--- src/rtl/iq_pkg.sv ---
// Shared definitions for the decoder and instruction queue.
// Covers base-word field positions, the reserved opcode and the decoder FSM encoding.
package iq_pkg;

  localparam int unsigned WORD_W = 32;

  localparam int unsigned MAJOR_HI   = 31;
  localparam int unsigned MAJOR_LO   = 28;
  localparam int unsigned SRC1_HI    = 27;
  localparam int unsigned SRC1_LO    = 23;
  localparam int unsigned SRC2_HI    = 22;
  localparam int unsigned SRC2_LO    = 18;
  localparam int unsigned SCALE_HI   = 17;
  localparam int unsigned SCALE_LO   = 16;
  localparam int unsigned DEST_HI    = 15;
  localparam int unsigned DEST_LO    = 11;
  localparam int unsigned MINOR_HI   = 10;
  localparam int unsigned MINOR_LO   = 7;
  localparam int unsigned HAS_ADDR_B = 6;
  localparam int unsigned OFF_SUB_B  = 5;

  localparam logic [3:0] RESERVED_MAJOR = 4'hF;
  localparam logic [7:0] DROP_CNT_MAX   = 8'hFF;

  typedef enum logic [1:0] {
    ST_BASE   = 2'd0,
    ST_EXT_HI = 2'd1,
    ST_EXT_LO = 2'd2
  } dec_state_t;

  typedef struct packed {
    logic [3:0] major;
    logic [4:0] src1;
    logic [4:0] src2;
    logic [1:0] scale;
    logic [4:0] dest;
    logic [3:0] minor;
    logic       has_address;
    logic       offset_sub;
  } iq_fields_t;

endpackage

--- src/rtl/iq_out_reg.sv ---
// Output holding register towards the instruction queue.
// A load wins over a drain so back-to-back instructions leave no bubble.
module iq_out_reg
  import iq_pkg::*;
#(
  parameter int unsigned ADDR_W = 48
) (
  input  logic              clk,
  input  logic              rst,
  input  logic              i_load,
  input  logic              i_drain,
  input  iq_fields_t        i_fields,
  input  logic [ADDR_W-1:0] i_addr,
  output logic              o_valid,
  output iq_fields_t        o_fields,
  output logic [ADDR_W-1:0] o_addr
);

  logic              r_valid;
  iq_fields_t        r_fields;
  logic [ADDR_W-1:0] r_addr;

  always_ff @(posedge clk or posedge rst) begin
    if (rst) begin
      r_valid  <= 1'b0;
      r_fields <= '0;
      r_addr   <= '0;
    end else if (i_load) begin
      r_valid  <= 1'b1;
      r_fields <= i_fields;
      r_addr   <= i_addr;
    end else if (i_drain) begin
      r_valid  <= 1'b0;
    end
  end

  assign o_valid  = r_valid;
  assign o_fields = r_fields;
  assign o_addr   = r_addr;

endmodule

--- src/rtl/instruction_decoder.sv ---
// Decodes fetch words (base word plus optional two address extension words)
// into registered instruction fields for the instruction queue.
module instruction_decoder
  import iq_pkg::*;
#(
  parameter int unsigned ADDR_W = 48
) (
  input  logic              clk,
  input  logic              rst,
  input  logic [31:0]       fetch_word,
  input  logic              fetch_valid,
  output logic              fetch_stall,
  input  logic              iq_full,
  output logic [3:0]        MajorOpcode_out,
  output logic [4:0]        Source1_out,
  output logic [4:0]        Source2_out,
  output logic [1:0]        OffsetScale_out,
  output logic [4:0]        Destination_out,
  output logic [3:0]        MinorOpcode_out,
  output logic [0:0]        HasAddress_out,
  output logic [ADDR_W-1:0] Address_out,
  output logic [0:0]        OffsetSub_out,
  output logic              Valid_out,
  output logic [7:0]        DropCount_out
);

  dec_state_t         r_state;
  iq_fields_t         r_pend;
  logic [ADDR_W-33:0] r_addr_hi;
  logic [7:0]         r_drop_cnt;

  iq_fields_t         w_base;
  iq_fields_t         w_load_fields;
  iq_fields_t         w_out_fields;
  logic [ADDR_W-1:0]  w_load_addr;
  logic [ADDR_W-1:0]  w_out_addr;
  logic               w_out_valid;
  logic               w_consume;
  logic               w_reserved;
  logic               w_load;
  logic               w_drain;

  always_comb begin
    w_base             = '0;
    w_base.major       = fetch_word[MAJOR_HI:MAJOR_LO];
    w_base.src1        = fetch_word[SRC1_HI:SRC1_LO];
    w_base.src2        = fetch_word[SRC2_HI:SRC2_LO];
    w_base.scale       = fetch_word[SCALE_HI:SCALE_LO];
    w_base.dest        = fetch_word[DEST_HI:DEST_LO];
    w_base.minor       = fetch_word[MINOR_HI:MINOR_LO];
    w_base.has_address = fetch_word[HAS_ADDR_B];
    w_base.offset_sub  = fetch_word[OFF_SUB_B];
  end

  assign fetch_stall = w_out_valid & iq_full;
  assign w_consume   = fetch_valid & ~fetch_stall;
  assign w_drain     = w_out_valid & ~iq_full;
  assign w_reserved  = (w_base.major == RESERVED_MAJOR);

  // Only a plain base word or the final extension word completes an instruction.
  always_comb begin
    w_load        = 1'b0;
    w_load_fields = w_base;
    w_load_addr   = '0;
    case (r_state)
      ST_BASE: begin
        w_load = w_consume & ~w_reserved & ~w_base.has_address;
      end
      ST_EXT_LO: begin
        w_load        = w_consume;
        w_load_fields = r_pend;
        w_load_addr   = {r_addr_hi, fetch_word};
      end
      default: begin
        w_load = 1'b0;
      end
    endcase
  end

  always_ff @(posedge clk or posedge rst) begin
    if (rst) begin
      r_state    <= ST_BASE;
      r_pend     <= '0;
      r_addr_hi  <= '0;
      r_drop_cnt <= '0;
    end else if (w_consume) begin
      case (r_state)
        ST_BASE: begin
          if (w_reserved) begin
            if (r_drop_cnt != DROP_CNT_MAX) begin
              r_drop_cnt <= r_drop_cnt + 8'd1;
            end
          end else if (w_base.has_address) begin
            r_pend  <= w_base;
            r_state <= ST_EXT_HI;
          end
        end
        ST_EXT_HI: begin
          r_addr_hi <= fetch_word[ADDR_W-33:0];
          r_state   <= ST_EXT_LO;
        end
        ST_EXT_LO: begin
          r_state <= ST_BASE;
        end
        default: begin
          r_state <= ST_BASE;
        end
      endcase
    end
  end

  iq_out_reg #(
    .ADDR_W(ADDR_W)
  ) u_out_reg (
    .clk      (clk),
    .rst      (rst),
    .i_load   (w_load),
    .i_drain  (w_drain),
    .i_fields (w_load_fields),
    .i_addr   (w_load_addr),
    .o_valid  (w_out_valid),
    .o_fields (w_out_fields),
    .o_addr   (w_out_addr)
  );

  assign Valid_out       = w_out_valid;
  assign MajorOpcode_out = w_out_fields.major;
  assign Source1_out     = w_out_fields.src1;
  assign Source2_out     = w_out_fields.src2;
  assign OffsetScale_out = w_out_fields.scale;
  assign Destination_out = w_out_fields.dest;
  assign MinorOpcode_out = w_out_fields.minor;
  assign HasAddress_out  = w_out_fields.has_address;
  assign OffsetSub_out   = w_out_fields.offset_sub;
  assign Address_out     = w_out_addr;
  assign DropCount_out   = r_drop_cnt;

endmodule

--- config.mk ---
export PLATFORM = sky130hd
export DESIGN_NAME = instruction_decoder
export DESIGN_NICKNAME = d
export VERILOG_FILES = /design/src/rtl/iq_pkg.sv /design/src/rtl/iq_out_reg.sv /design/src/rtl/instruction_decoder.sv
export SDC_FILE = /design/constraint.sdc
export NUM_CORES = 1
export LEC_CHECK = 0
export CORE_AREA = 2 2 125 127
export CTS_BUF_LIST = sky130_fd_sc_hd__clkbuf_16
export CTS_CLUSTER_DIAMETER = 100
export DETAILED_ROUTE_END_ITERATION = 7
export DIE_AREA = 0 0 127 129
export PLACE_DENSITY_LB_ADDON = 0.3
export SYNTH_ARGS = -nofsm -noshare
export SYNTH_HDL_FRONTEND = slang
export SYNTH_SLANG_ARGS = --single-unit
--- constraint.sdc ---
create_clock -name clk -period 5.85 [get_ports clk]
set_input_delay 1.17 -clock clk [delete_from_list [all_inputs] [get_ports clk]]
set_output_delay 1.17 -clock clk [all_outputs]
set_load 0.02 [all_outputs]
==> results.cfg, run 1 <==
[detailed_routing]
vias = 3424
via_per_inst = 4.96
antenna_left = 0
wl_mm = 11.6
drcViolationCount = 0
wire_per_inst_um = 16.7
first_iter_violations = 163
dr.pass1.iters = 4

[yosys]
synthArstFlopShare_pct = 100
synth_top_family_by_area = multiplexers
yosys.area_share.simple_pct = 6.03
synth_compound_area_share_pct = 11.7
synth_edf_count = 0
synth_adder_area_share_pct = 0.240
synth_nets = 409
synth_xor_area_share_pct = 0.505
syn_area_per_cell_sq_um = 14.0
ys_seq_area_share_pct = 62.0
ys_warn_count = 0
ys.flop_type = dfrtp_1
ys_ff_latch = 129
synth_cells = 372
netlist_area_sq_mm = 0.00521
synthMuxAreaShare_pct = 16.0
synth_cell_types = 38

[clock_tree]
clkTransAtPathRegs_ps = 60
post_cts_resized = 0
hold_buffers = 0
cts_tree = yes
htreeDepth = 4
cts_setup_buffers = 0
cts_root_buffer = clkbuf_16
insertion_delay_ps = 410
clk_path_buf_depth = 2
clock-sinks = 129
cts_buffers = 17

[grt]
grt_pass1_wl_mm = 19.1
grt-ovfl-total = 0
grt_use_total_pct = 15.0
grt_max_degree = 103
first_global_vias = 3492
antenna_found_initial = 0

[place]
portBuffers = 120
place_hpwl_mm = 7.03
routabilityCongestion = 0.768
pre_cts_ws_ps = 2280

[critical_path]
path_cells = clkdlybuf4s50_1 -> and2_1 -> clkdlybuf4s50_1
end_kind = primary output
criticalPathCategory = in2out
critPathArrivalTime_ps = 2390
max_stage_delay_ps = 600
critPathLaunchType = input port
crit_slowest_cell = clkdlybuf4s50_1
critical_path_required_ps = 4680
path_max_fanout = 2
cp_common_cell = clkdlybuf4s50_1

[timing]
setup_slack_ps = 2290
relSlewSlack_pct = 26.3
min_period_ps = 3560
tightest_slew_ps = 1100
hold_violations = 0
setup_tns_ps = 0
fmax_ghz = 0.281
fin_skew_ps = 10.9
hold_ws_ps = 448
rsz0062_at_grt = false
setup_viol = 0
drv_slew = 0
min_period_over_period_pct = 60.9

[status]
status = completed

[pwr]
ir_drop_mv = 0.347
p_per_area_mw_per_mm2 = 576
leakage_nw = 3.11

[die]
die_width_um = 127
dieHeight_um = 129
start_util_pct = 34.8
die-area_sq_mm = 0.0164
rows = 45
io_pins = 121
core_area_sq_mm = 0.0150

[finish]
final_nets = 527
layout-drive-gt1-share_pct = 17.3
diodes = 0
areaGrowthSynthToFinish_pct = 35.2

[min_path]
holdCritPathClass = reg2reg

[run]
max-cap-violations = 0
-- Yosys cell counts (all sizes together), types with 2 or more instances --
cell type | instances | area, sq um
a22o | 48 | 420
and3 | 2 | 12.5
buf | 20 | 153
clkbuf | 4 | 15.0
dfrtp | 129 | 3230
inv | 4 | 15.0
mux2 | 44 | 563
mux2i | 27 | 270
nand2 | 35 | 131
nand2b | 3 | 18.8
nand3 | 6 | 42.5
nand4 | 2 | 18.8
nor2 | 4 | 30.0
nor4 | 2 | 25.0
o21ai | 26 | 130
xnor2 | 2 | 17.5
-- cell families after synthesis --
kind of cell | Yosys count
AND/OR/NAND/NOR | 59
AO/OA/AOI/OAI | 81
flip-flops | 129
XOR/XNOR | 3
adder cells (fa/ha/maj) | 1
multiplexers | 71
buffers and inverters | 28
-- registers in the layout (all words and copies together), names as in the netlist --
register,flops
r_state,2
u_out_reg.o_fields,27
r_pend,27
u_out_reg.o_valid,1
DropCount_out,8
r_addr_hi,16
u_out_reg.o_addr,48
-- worst paths after layout --
check	startpoint	end	slack [ps]	cells past startpoint
worst max-delay path	iq_full	fetch_stall	2290	3
worst min-delay path	r_pend[1]	r_pend[1]	450	2
worst min register to register	r_pend[1]	r_pend[1]	450	2
worst max register to register	u_out_reg.o_valid	u_out_reg.o_fields[10]	3760	3
max in group asynchronous	rst	r_pend[22]	3470	3
min in group asynchronous	rst	u_out_reg.o_addr[39]	1250	2
-- metrics by stage --
| step | utilization [%] | power (W) | instances | instance area [sq um] |
|---|---|---|---|---|
| final | 47.0 | 0.00406 | 691 | 7040 |
| after global routing | 47.0 | 0.00430 | 691 | 7040 |
| after CTS | 47.0 | 0.00411 | 691 | 7040 |
| after detailed placement | 43.5 | 0.00315 | 659 | 6520 |
| after global placement | 43.5 | 0.00312 | 659 | 6520 |
| after floorplan | - | 0.00245 | 372 | 5210 |
-- final cells by class --
cell class | instances | area (sq um)
tap | 188 | 235
clock buffer | 17 | 425
multi-input combinational | 215 | 1810
sequential | 129 | 3230
clock inverter | 15 | 97.6
fill | 1364 | 7940
timing repair buffer | 123 | 1220
inverter | 4 | 20.0
-- critical path: cells and delay by family --
family / cells / cell delay (ps)
buffers and inverters: 2 / 1080
AND/OR/NAND/NOR: 1 / 140
-- where the power goes --
part           switching (W)  total, W  internal, W
sequential          0.000236   0.00154      0.00130
clock               0.000394  0.000928     0.000535
combinational       0.000747   0.00159     0.000840
total                0.00138   0.00406      0.00268
-- cell usage in the layout (no fill, tap or decap), types with 5 or more instances in the layout --
cell / instances
clkinvlp_4: 6
nand3_1: 5
clkbuf_16: 17
mux2_4: 18
mux2_2: 26
a22o_1: 48
nand2_1: 35
clkdlybuf4s50_1: 120
o21ai_1: 6
dfrtp_1: 129
o21ai_0: 20
mux2i_1: 27
-- metal layers --
layer | GRT usage (%) | vias to the layer above | share of wire, %
met2 | 23.0 | 84 | 47
met4 | 5.04 | 0 | 1.1
met1 | 19.8 | 1744 | 47
met5 | 0 | - | 0
met3 | 5.61 | 8 | 5.5
li1 | - | 1588 | -
No activity file was read; power rests on OpenSTA's default activity.
==> run 2, diff against run 1 <==
- clock period: 5.85 -> 2.9 ns (I/O delays scaled with it)
==> run 2 against run 1 <==
Against the previous run: final cell count is 0.58% higher; power is 110% higher; critical endpoint unchanged; clock-buffer cell count stayed put; via count is 0.41% higher; largest cell class unchanged.
==> results.cfg, run 2 (same netlist as run 1, synthesis figures left out) <==
[die]
dieHeight_um = 129
rows = 45
die_width_um = 127
io_pins = 121
die-area_sq_mm = 0.0164
core_area_sq_mm = 0.0150
start_util_pct = 34.8

[clock_tree]
htreeDepth = 4
insertion_delay_ps = 410
clock-sinks = 129
clkTransAtPathRegs_ps = 50
cts_setup_buffers = 0
cts_buffers = 17
hold_buffers = 0
cts_tree = yes
clk_path_buf_depth = 2
post_cts_resized = 0
cts_root_buffer = clkbuf_16

[timing]
min_period_over_period_pct = 81.8
hold_violations = 0
relSlewSlack_pct = 52.5
drv_slew = 0
hold_ws_ps = 452
setup_tns_ps = 0
setup_slack_ps = 527
fmax_ghz = 0.421
tightest_slew_ps = 713
min_period_ps = 2370
fin_skew_ps = 4.76
setup_viol = 0
rsz0062_at_grt = false

[finish]
final_nets = 533
regArea_sq_mm = 0.00323
layout-drive-gt1-share_pct = 17.4
layout_commonest_cell = dfrtp_1
areaGrowthSynthToFinish_pct = 37.7
multi_input_area_sq_mm = 0.00181
fillers = 1336
diodes = 0
post-route-util_pct = 47.9
largest_reg_flops = 48
layout_common_cells = 129 x dfrtp_1, 120 x clkdlybuf4s50_1, 48 x a22o_1

[detailed_routing]
wire_per_inst_um = 17.1
route.met3.wl_um = 550
drcViolationCount = 0
wirelength_met1_mm = 5.69
dr.pass1.iters = 4
top_layer = met4
antenna_left = 0
wl_mm = 11.9
first_iter_violations = 136
via_per_inst = 4.95
vias = 3438
route.met2.wl_mm = 5.46

[min_path]
hold_depth = 2
holdCritPathClass = reg2reg
holdPathEnd = r_pend[1]
hp-start = r_pend[1]

[critical_path]
timing.rr.start = u_out_reg.o_valid
critPathLaunchType = input port
reg2regPathDepth = 4
path_max_fanout = 2
regToRegEndpoint = u_out_reg.o_addr[25]
criticalPathCategory = in2out
critical_path_required_ps = 2320
rrSetupSlack_ps = 1060
critPathArrivalTime_ps = 1790
end_kind = primary output

[grt]
grt_pass1_wl_mm = 19.5
first_global_vias = 3685
antenna_found_initial = 0
grt-ovfl-total = 0
grt_use_total_pct = 15.4
grt_max_degree = 130

[place]
portBuffers = 120
place_hpwl_mm = 7.48
pre_cts_ws_ps = 364
routabilityCongestion = 0.775

[pwr]
p_per_area_mw_per_mm2 = 1170
ir_drop_mv = 0.515
leakage_nw = 3.21

[status]
status = completed

[run]
max-cap-violations = 0
run 2: cell count changes in the layout (fill, tap and decap cells not counted), moves of 3 or more:
cell	before	now
bufinv_16	0	3
buf_12	0	4
clkinvlp_4	6	1
inv_1	3	7
run 2: cell type report:
class / count / share of cell area, %
timing repair buffer: 129 / 18.4
tap: 188 / 3.28
multi-input combinational: 215 / 25.3
sequential: 129 / 45.0
clock buffer: 17 / 5.93
clock inverter: 13 / 1.85
inverter: 4 / 0.262
run 2: routing by layer:
metal / up-vias / GRT usage [%]
li1: 1591 / -
met1: 1748 / 20.3
met2: 86 / 24.0
met3: 13 / 4.82
met4: 0 / 6.08
met5: - / 0
run 2: how the worst max path moves through the flow:
stage	slack [ps]	depth (start not counted)	end	start
3_5_place_dp	360	5	DropCount_out[4]	fetch_word[29]
2_1_floorplan	720	1	DropCount_out[0]	rst
3_3_place_gp	410	5	u_out_reg.o_addr[24]	fetch_valid
6_report	530	3	fetch_stall	iq_full
5_1_grt	510	3	fetch_stall	iq_full
4_1_cts	520	3	fetch_stall	iq_full
run 2: per-stage QoR:
| step | instance area, sq um | power, W | instances |
|---|---|---|---|
| 2_1_floorplan | 5210 | 0.00495 | 372 |
| 3_3_place_gp | 6610 | 0.00635 | 665 |
| 3_5_place_dp | 6610 | 0.00644 | 665 |
| 4_1_cts | 7170 | 0.00855 | 695 |
| 5_1_grt | 7170 | 0.00892 | 695 |
| 6_report | 7170 | 0.00842 | 695 |
run 2: worst max-delay path: stages:
cell and delay, ps:
clkdlybuf4s50_1 480, and2_1 140, clkdlybuf4s50_1 600
run 2: power breakdown:
part	switching, W	total, W	internal [W]
Combinational	0.00150	0.00323	0.00173
Clock	0.000740	0.00205	0.00131
Sequential	0.000505	0.00314	0.00263
Total	0.00275	0.00842	0.00568
==> run 3, diff against run 2 <==
- clock period: 2.9 -> 2 ns (I/O delays scaled with it)
==> run 3 against run 2 <==
Against the previous run: power increased by 43%; clock skew hardly changed; final cell count increased by 2.0%; sequential share of layout area decreased by 0.73 points; routed wire length about the same; die area is the same; clock-buffer cell count unchanged.
==> results.cfg, run 3 (same netlist as run 1, synthesis figures left out) <==
[status]
status = completed

[timing]
rsz0062_at_grt = false
fin_skew_ps = 4.98
hold_violations = 0
min_period_over_period_pct = 94.5
tightest_slew_ps = 453
drv_slew = 0
setup_viol = 0
setup_slack_ps = 110
min_period_ps = 1890
relSlewSlack_pct = 69.8
fmax_ghz = 0.529

[die]
core_area_sq_mm = 0.0150
die-area_sq_mm = 0.0164
dieHeight_um = 129
rows = 45
io_pins = 121
start_util_pct = 34.8
die_width_um = 127

[clock_tree]
clk_path_buf_depth = 2
clock-sinks = 129
cts_setup_buffers = 0
hold_buffers = 0
htreeDepth = 4
post_cts_resized = 1
cts_root_buffer = clkbuf_16
insertion_delay_ps = 410
clkTransAtPathRegs_ps = 50
cts_buffers = 17
cts_tree = yes

[detailed_routing]
antenna_left = 0
via_per_inst = 4.95
first_iter_violations = 140
wl_mm = 11.9
dr.pass1.iters = 6
drcViolationCount = 0
wire_per_inst_um = 16.8
vias = 3511

[place]
place_hpwl_mm = 7.60
portBuffers = 120
routabilityCongestion = 0.739
pre_cts_ws_ps = -181

[finish]
final_nets = 547
layout-drive-gt1-share_pct = 19.4
diodes = 0
fillers = 1311
layout_common_cells = 129 x dfrtp_1, 119 x clkdlybuf4s50_1, 48 x a22o_1
layout_commonest_cell = dfrtp_1
areaGrowthSynthToFinish_pct = 39.9
largest_reg_flops = 48

[run]
max-cap-violations = 0

[grt]
grt-ovfl-total = 0
grt_pass1_wl_mm = 19.7
first_global_vias = 3727
antenna_found_initial = 0
grt_use_total_pct = 15.5
grt_max_degree = 49

[pwr]
leakage_nw = 3.27
ir_drop_mv = 0.710
p_per_area_mw_per_mm2 = 1650
totalPowerFinal_w = 0.0120

[critical_path]
critical_path_required_ps = 1600
crit_slowest_cell = clkdlybuf4s50_1
path_cells = clkdlybuf4s50_1
cp_num_cells = 1
worst-path-buf-inv = 1
critPathLaunchType = flop
path_max_fanout = 6
critPathArrivalTime_ps = 1490
end_kind = primary output
crit_family = buffers and inverters
max_stage_delay_ps = 650
criticalPathCategory = reg2out
reg2regPathDepth = 4

[min_path]
holdCritPathClass = in2async
run 3: routing by layer:
metal / share of wire (%) / vias to the layer above / routed length, um / track usage (%)
met5: 0 / - / 0 / 0
met4: 1.7 / 0 / 202 / 6.40
met3: 4.9 / 17 / 580 / 4.66
met2: 46 / 95 / 5500 / 24.6
met1: 47 / 1776 / 5600 / 20.1
li1: - / 1623 / - / -
run 3: stage by stage:
stage	area [sq um]	setup TNS, ps	hold slack [ps]	std cells	utilization, %
2_1_floorplan	5210	0	414	372	-
3_3_place_gp	6780	-14100	434	679	45.3
3_5_place_dp	6780	-14910	439	679	45.3
4_1_cts	7290	0	354	709	48.7
5_1_grt	7290	0	374	709	48.7
6_report	7290	0	357	709	48.7
run 3: worst paths after layout:
| path | from | to | slack, ps |
|---|---|---|---|
| hold reg to reg | r_pend[1] | r_pend[1] | 460 |
| hold / removal | rst | r_addr_hi[8] | 360 |
| setup reg to reg | u_out_reg.o_valid | u_out_reg.o_addr[24] | 330 |
| setup / recovery | DropCount_out[5] | DropCount_out[5] | 110 |
| min in group clk | r_pend[1] | r_pend[1] | 460 |
| max in group asynchronous | rst | u_out_reg.o_addr[32] | 1060 |
run 3: cell type report:
cell class / instances / area [sq um] / area share [%]
Clock buffer: 17 / 425 / 5.84
Clock inverter: 13 / 83.8 / 1.15
Inverter: 4 / 18.8 / 0.258
Multi-Input combinational cell: 215 / 1810 / 24.8
Sequential cell: 129 / 3230 / 44.3
Tap cell: 188 / 235 / 3.23
Timing Repair Buffer: 143 / 1490 / 20.4
run 3: power breakdown:
group	total [W]	leakage, nW	switching [W]	internal, W
Combinational	0.00476	1.38	0.00219	0.00257
Sequential	0.00453	1.63	0.000718	0.00382
Clock	0.00274	0.265	0.00109	0.00165
